### src/rtl/mux_nx1_rr.sv
// N-to-1 registered stream multiplexer with valid/ready handshake.
// Supports fixed software select (mode 0) and round-robin arbitration (mode 1).
module mux_nx1_rr #(
  parameter int unsigned N  = 8,
  parameter int unsigned W  = 8,
  parameter int unsigned SW = $clog2(N)
) (
  input  logic           clk,
  input  logic           rst,
  input  logic [N*W-1:0] in,
  input  logic [N-1:0]   in_valid,
  output logic [N-1:0]   in_ready,
  input  logic           mode,
  input  logic [SW-1:0]  s,
  output logic [W-1:0]   y,
  output logic           y_valid,
  input  logic           y_ready,
  output logic [SW-1:0]  y_sel
);

  logic [W-1:0]  ch [N];
  logic [SW-1:0] ptr;
  logic          grant_valid;
  logic [SW-1:0] grant_idx;
  logic [SW-1:0] cand;
  int unsigned   idx;
  logic          s_ok;
  logic          load;
  logic          xfer;

  always_comb begin
    for (int unsigned k = 0; k < N; k++) begin
      ch[k] = in[k*W +: W];
    end
  end

  assign s_ok = (32'(s) < N);

  // Round-robin scan starts at ptr and wraps modulo N; first valid channel wins.
  always_comb begin
    grant_valid = 1'b0;
    grant_idx   = '0;
    idx         = 0;
    cand        = '0;
    if (!mode) begin
      if (s_ok && in_valid[s]) begin
        grant_valid = 1'b1;
        grant_idx   = s;
      end
    end else begin
      for (int unsigned i = 0; i < N; i++) begin
        idx = 32'(ptr) + i;
        if (idx >= N) idx = idx - N;
        cand = SW'(idx);
        if (!grant_valid && in_valid[cand]) begin
          grant_valid = 1'b1;
          grant_idx   = cand;
        end
      end
    end
  end

  assign load = !y_valid || y_ready;
  assign xfer = load && grant_valid && !rst;

  always_comb begin
    in_ready = '0;
    if (xfer) in_ready[grant_idx] = 1'b1;
  end

  always_ff @(posedge clk) begin
    if (rst) begin
      y       <= '0;
      y_sel   <= '0;
      y_valid <= 1'b0;
      ptr     <= '0;
    end else if (xfer) begin
      y       <= ch[grant_idx];
      y_sel   <= grant_idx;
      y_valid <= 1'b1;
      if (mode) ptr <= (grant_idx == SW'(N-1)) ? '0 : grant_idx + SW'(1);
    end else if (y_valid && y_ready) begin
      y_valid <= 1'b0;
    end
  end

endmodule
### config.mk
export PLATFORM = sky130hd
export DESIGN_NAME = mux_nx1_rr
export DESIGN_NICKNAME = d
export VERILOG_FILES = /design/src/rtl/mux_nx1_rr.sv
export SDC_FILE = /design/constraint.sdc
export NUM_CORES = 1
export LEC_CHECK = 0
export BUFFER_PORTS_ARGS = -buffer_cell sky130_fd_sc_hd__buf_4
export CORE_MARGIN = 3
export CORE_UTILIZATION = 46
export DETAILED_ROUTE_END_ITERATION = 12
export PLACE_DENSITY_LB_ADDON = 0.12
export SYNTH_ARGS = -nofsm -noshare
export SYNTH_HDL_FRONTEND = slang
export SYNTH_SLANG_ARGS = --single-unit
### constraint.sdc
create_clock -name clk -period 4.2 [get_ports clk]
set_clock_uncertainty 0.1 [all_clocks]
set_input_delay 0.42 -clock clk [delete_from_list [all_inputs] [get_ports clk]]
set_output_delay 0.42 -clock clk [all_outputs]
set_load 0.01 [all_outputs]
== Word level (Yosys, flattened, before mapping) ==
Cells that the tools add are included.
Operators by class
  eq/ne operators: 1
  $mul: 0
  shift-type cells: 0
  reductions and logical operators: 23
  $add $sub $neg: 16
  multiplexer cells: 70
  bitwise logic cells: 1
  divide/modulo/power cells: 0
  order comparisons: 20
Operators by type and width (count)
  3-bit 2-to-1 mux: 27
  3-bit by 4-bit less-than comparator with 1-bit output, second input constant: 10
  4-bit >= comparator, second input constant: 8
  1-bit 2-to-1 mux: 29
  1-bit binary-select mux with 3-bit select: 9
  8-bit binary-select mux with 3-bit select: 1
  8-bit 2-to-1 mux: 3
  3-bit by 1-bit subtractor with 3-bit output, second input constant: 8
  3-bit by 3-bit adder with 4-bit output, second input constant: 4
  1-bit logical AND: 11
  1-bit logical NOT: 9
  3-bit by 2-bit adder with 4-bit output, second input constant: 2
  3-bit by 1-bit adder with 4-bit output, second input constant: 1
  3-bit by 4-bit >= comparator with 1-bit output, second input constant: 1
  3-bit inverter with 4-bit output: 1
  3-bit by 1-bit adder with 3-bit output, second input constant: 1
  1-bit demux with 3-bit select: 1
  3-bit == test, second input constant: 1
  3-bit by 1-bit >= comparator with 1-bit output, second input constant: 1
  2-bit AND reduction: 1
  2-bit nonzero test: 1
  1-bit logical OR: 1
Word-level totals
  logic and storage cells: 135
  ROM bits: 0
  register bits: 15
  output and inout port bits: 20
  memories: 0
  bits in latches: 0
  bits in writable memories: 0
  input bits: 79

== Longest topological paths before layout ==
  depth after elaboration: 40
  gate-level depth with buffers: 17
  mapped depth without buffers: 11

== Worst setup path before layout ==
OpenSTA, ideal clock, no wires.
  kind: register to output
  start: register ptr[1]
  end: output port in_ready[4]
  data required time: 3680 ps
  arrival time: 3974 ps
  cell stages (with the launch flop): 18
  slack: -294 ps
  path buffers: 6
  cell sequence: dfxtp_1 > buf_6 > buf_2 > inv_2 > ha_1 > buf_2 > buf_2 > mux2_2 > mux2_2 > a2111oi_0 > o32ai_1 > a222oi_1 > o221a_2 > or2_1 > clkbuf_1 > buf_2 > nand2_1 > nor2_1
Between the ends
  word-level cells in the longest chain between the ends: 40
  elaborated cells on any way between the ends: 102
  those cells by class: add/sub: 15; order compare: 10; mux: 60; reduce/logical: 17
Ends and longest elaborated chain
  start: declaration: RTL line 22  | logic [SW-1:0] ptr;
  start signal: assignment: RTL line 81  | if (mode) ptr <= (grant_idx == SW'(N-1)) ? '0 : grant_idx + SW'(1);
  branches (longest 39 deep; another with 3-bit by 1-bit adder with 4-bit output)
  8-bit 2-to-1 mux *: RTL line 68  | if (xfer) in_ready[grant_idx] = 1'b1;
  end: declaration: RTL line 12  | output logic [N-1:0] in_ready,
Mark *: on every way between the ends. The select of a mux whose other input is x is not followed.

== Final worst setup path ==
  start: register ptr[0]
  end: output port in_ready[5]
The elaborated chain is that of the path after synthesis.

==> summary.md <==
| Metric | Value |
|---|---|
| CP Capture Type | output pin |
| Synth-to-Final Area Change | 37.96% |
| Synth Area in Compound Gates | 0.2344 |
| Synth warnings | 0 |
| Synthesized Nets | 372 |
| Met1 Resource Use GR | 0.3548 |
| Die Y-Extent | 80.71 um |
| Post-layout min period | 4.030 ns |
| Ys async rst share | 0 |
| Final setup TNS | 0 ns |
| Number of port buffers | 98 |
| IO Count | 99 |
| GR Overflow Total | 0 |
| Drt initial violations | 219 |
| Yosys cell types | 61 |
| First-pass GRT wire length | 13170 um |
| Area post-placement | 3371 sq um |
| Multi-input combinational cell area | 2163 sq um |
| Insertion delay to the later sink of the worst-skew pair | 0.25 ns |
| Initial antenna violation count | 0 |
| Final net count | 462 |
| Status | finished, final reports clean |
| Core ar. | 5238 sq um |
| Internal power | 574.0 uW |
| Clk pwr share | 0.123 |
| Hold Vio Cnt, Final | 0 |
| Arrival @ worst endpoint | 3.51 ns |
| Vias in the first global route | 2651 |
| Seq/Total Area, Yosys | 0.1170 |
| Hold Buf Count CTS | 0 |
| Busiest grt layer | met2 |
| Slew HR | 0.5908 |
| Gate Count Post-Synth | 291 |
| Fill cell count | 452 |
| Critical Path RT | 3.68 ns |
| Synth Register Bits | 15 |
| Met3 usage | 0.06502 |
| Final core occ | 0.6763 |
| P per Cell Area | 274.5 nW/um^2 |
| Syn avg cell area | 8.823 sq um |
| Critical path startpoint category | register |
| Clock sinks | 15 |
| LEAKAGE | 0.001403 uW |
| XOR/XNOR Fraction of Synth Area | 0.01998 |
| Die Area | 6514 sq um |
| Clk slew on worst S/H paths | 0.06 ns |
| Total Routing Usage GR | 0.2564 |
| Share of power burned in registers | 0.172 |
| Simple-Gate Fraction of Synth Area | 0.2071 |
| DRC violations left | 0 |
| Mux cell area share after synthesis | 0.3431 |
| Max_cap viols | 0 |
| Fin Hold WS | 0.3389 ns |
| # rows | 26 |
| F_max | 248.1 MHz |
| Sw frac | 0.4096 |
| Inserted Clock Buffers | 3 |
| Register area | 300.3 sq um |
| Pin count of the biggest net entering global routing | 27 |
| Final GP Congestion | 0.9335 |
| Die width | 80.71 um |
| Mapped cell area | 2567 sq um |
| Crit share post-route | 0.9595 |
| RSZ-0062 raised after global routing | false |
| Combinational share of power | 0.706 |
| Max-slew violation count | 0 |
| Slew @ Worst Pin | 0.6059 ns |
| Pre-Repair DR Iteration Count | 4 |
| GR Layer Usage met2 | 0.4056 |
| Largest family of logic cells by synthesized area | multiplexers |
| Hold WC Path Type | in2reg |
| Critical path class | reg2out |
| Psw | 398.3 uW |
| DP HPWL | 6288 um |
| Crit-path max FO | 9 |
| Vias post-DR | 2816 |
| Share of cells above drive strength 1 | 0.5053 |
| Max VDD drop | 0.0001382 V |
| CTS tree | yes |
| CTS max path bufs | 2 |
| EDFF count, synth | 0 |
| Post-Synth Adder-Cell Area | 0.009747 |
| Number of nets with antenna violations after routing | 0 |
| N_diodes | 0 |
| Vias per inst | 6.258 |
| Starting Density | 0.4902 |
| Final WL | 8210 um |
| Htree depth | 1 |
| Drt wl/cell | 18.24 um |
| Post-route cell area | 3542 sq um |
| CTS root buf | clkbuf_8 |
| Final number of setup-violating endpoints | 0 |
| Post-synth top flop | dfxtp_1 |
[worst max-delay path, stage by stage (launching register included)]
cell and delay (ns):
dfxtp_1 0.39, inv_4 0.09, ha_4 0.29, buf_4 0.18, mux2_2 0.39, mux2_2 0.31, a2111oi_2 0.35, o32ai_1 0.14
a222oi_1 0.34, o221a_2 0.29, or2_1 0.15, nand2_2 0.11, nor2_2 0.11, buf_4 0.12
[final cells by class]
type	count	share of cell area
clock buffers	3	0.01166
multi-input cells	238	0.6107
inverters	7	0.008124
repair buffers	116	0.2586
flip-flops and latches	15	0.08478
clock inverters	1	0.001413
well taps	70	0.02473
[sequential cells by signal, summed over array words and instances (netlist names)]
signal   count
y_valid      1
y_sel        3
ptr          3
y            8
[timing repair]
action / 4_1_cts / 5_1_grt
gates resized for setup: 2 / 10
setup buffers: 1 / 2
pin swaps: 1 / 2
endpoints found under the hold margin: 0 / 0
setup endpoints to repair: 8 / 8
gates cloned: 1 / 0
[synth_stat cells (all sizes together), types with 7 or more instances]
master / instances / area, sq um
a221oi: 16 / 196.4
a311o: 8 / 80.08
a311oi: 9 / 78.83
buf: 19 / 105.1
clkbuf: 12 / 45.04
dfxtp: 15 / 300.3
mux2: 14 / 157.7
mux2i: 16 / 160.2
mux4: 25 / 563.0
nand2: 37 / 146.4
nor2: 34 / 127.6
nor2b: 10 / 62.56
nor3: 7 / 35.03
[layout by cell type (no fill, tap or decap), types with 4 or more instances in the layout]
| cell type | count |
|---|---|
| buf_4 | 112 |
| nand2_1 | 35 |
| nor2_1 | 30 |
| mux4_2 | 25 |
| mux2i_1 | 16 |
| dfxtp_1 | 15 |
| mux2_2 | 14 |
| nor2b_1 | 10 |
| a311oi_1 | 9 |
| a221oi_2 | 8 |
| a311o_1 | 8 |
| nor3_1 | 7 |
| a221oi_1 | 7 |
| inv_1 | 5 |
| nand2b_1 | 4 |
| a211oi_1 | 4 |
| nor2_2 | 4 |
[power by group through the flow]
stage | Sequential, uW | Clock [uW] | Combinational (uW)
after floorplan | 174 | 0 | 453
after global placement | 169 | 0 | 631
after detailed placement | 169 | 0 | 633
after CTS | 166 | 123 | 664
after global routing | 168 | 128 | 740
final | 167 | 119 | 686
[cell families (layout without fill, tap and decap cells)]
group | after synthesis | in the layout
compound gates | 64 | 64
xor+xnor | 5 | 5
fa+ha+maj | 2 | 2
buf+inv | 38 | 127
flops | 15 | 15
mux | 55 | 55
simple gates | 112 | 112
[layer usage]
metal  routed length (um)  up-vias  part of all wire
li1                     -     1308                 -
met1                 3397     1357              0.41
met2                 3990      139              0.49
met3                  712       12             0.087
met4                  110        0             0.013
met5                    0        -                 0
[metrics by stage]
step                      power, uW  setup slack (ns)  instances
final                         972.4            0.1700        450
after global routing           1037           0.02496        450
after CTS                     953.4          0.005365        448
after detailed placement      802.7            0.1942        442
after global placement        799.7            0.3038        442
after floorplan               626.4           0.03733        291
[final timing paths]
kind / startpoint / to / slack [ns] / cells after the start
worst max-delay path: ptr[0] / in_ready[5] / 0.17 / 13
worst min-delay path: y_ready / y_valid / 0.34 / 3
worst max register to register: ptr[0] / y[4] / 0.27 / 14
worst min register to register: y_valid / y_valid / 0.38 / 2
(Power assumes the default switching activity.)
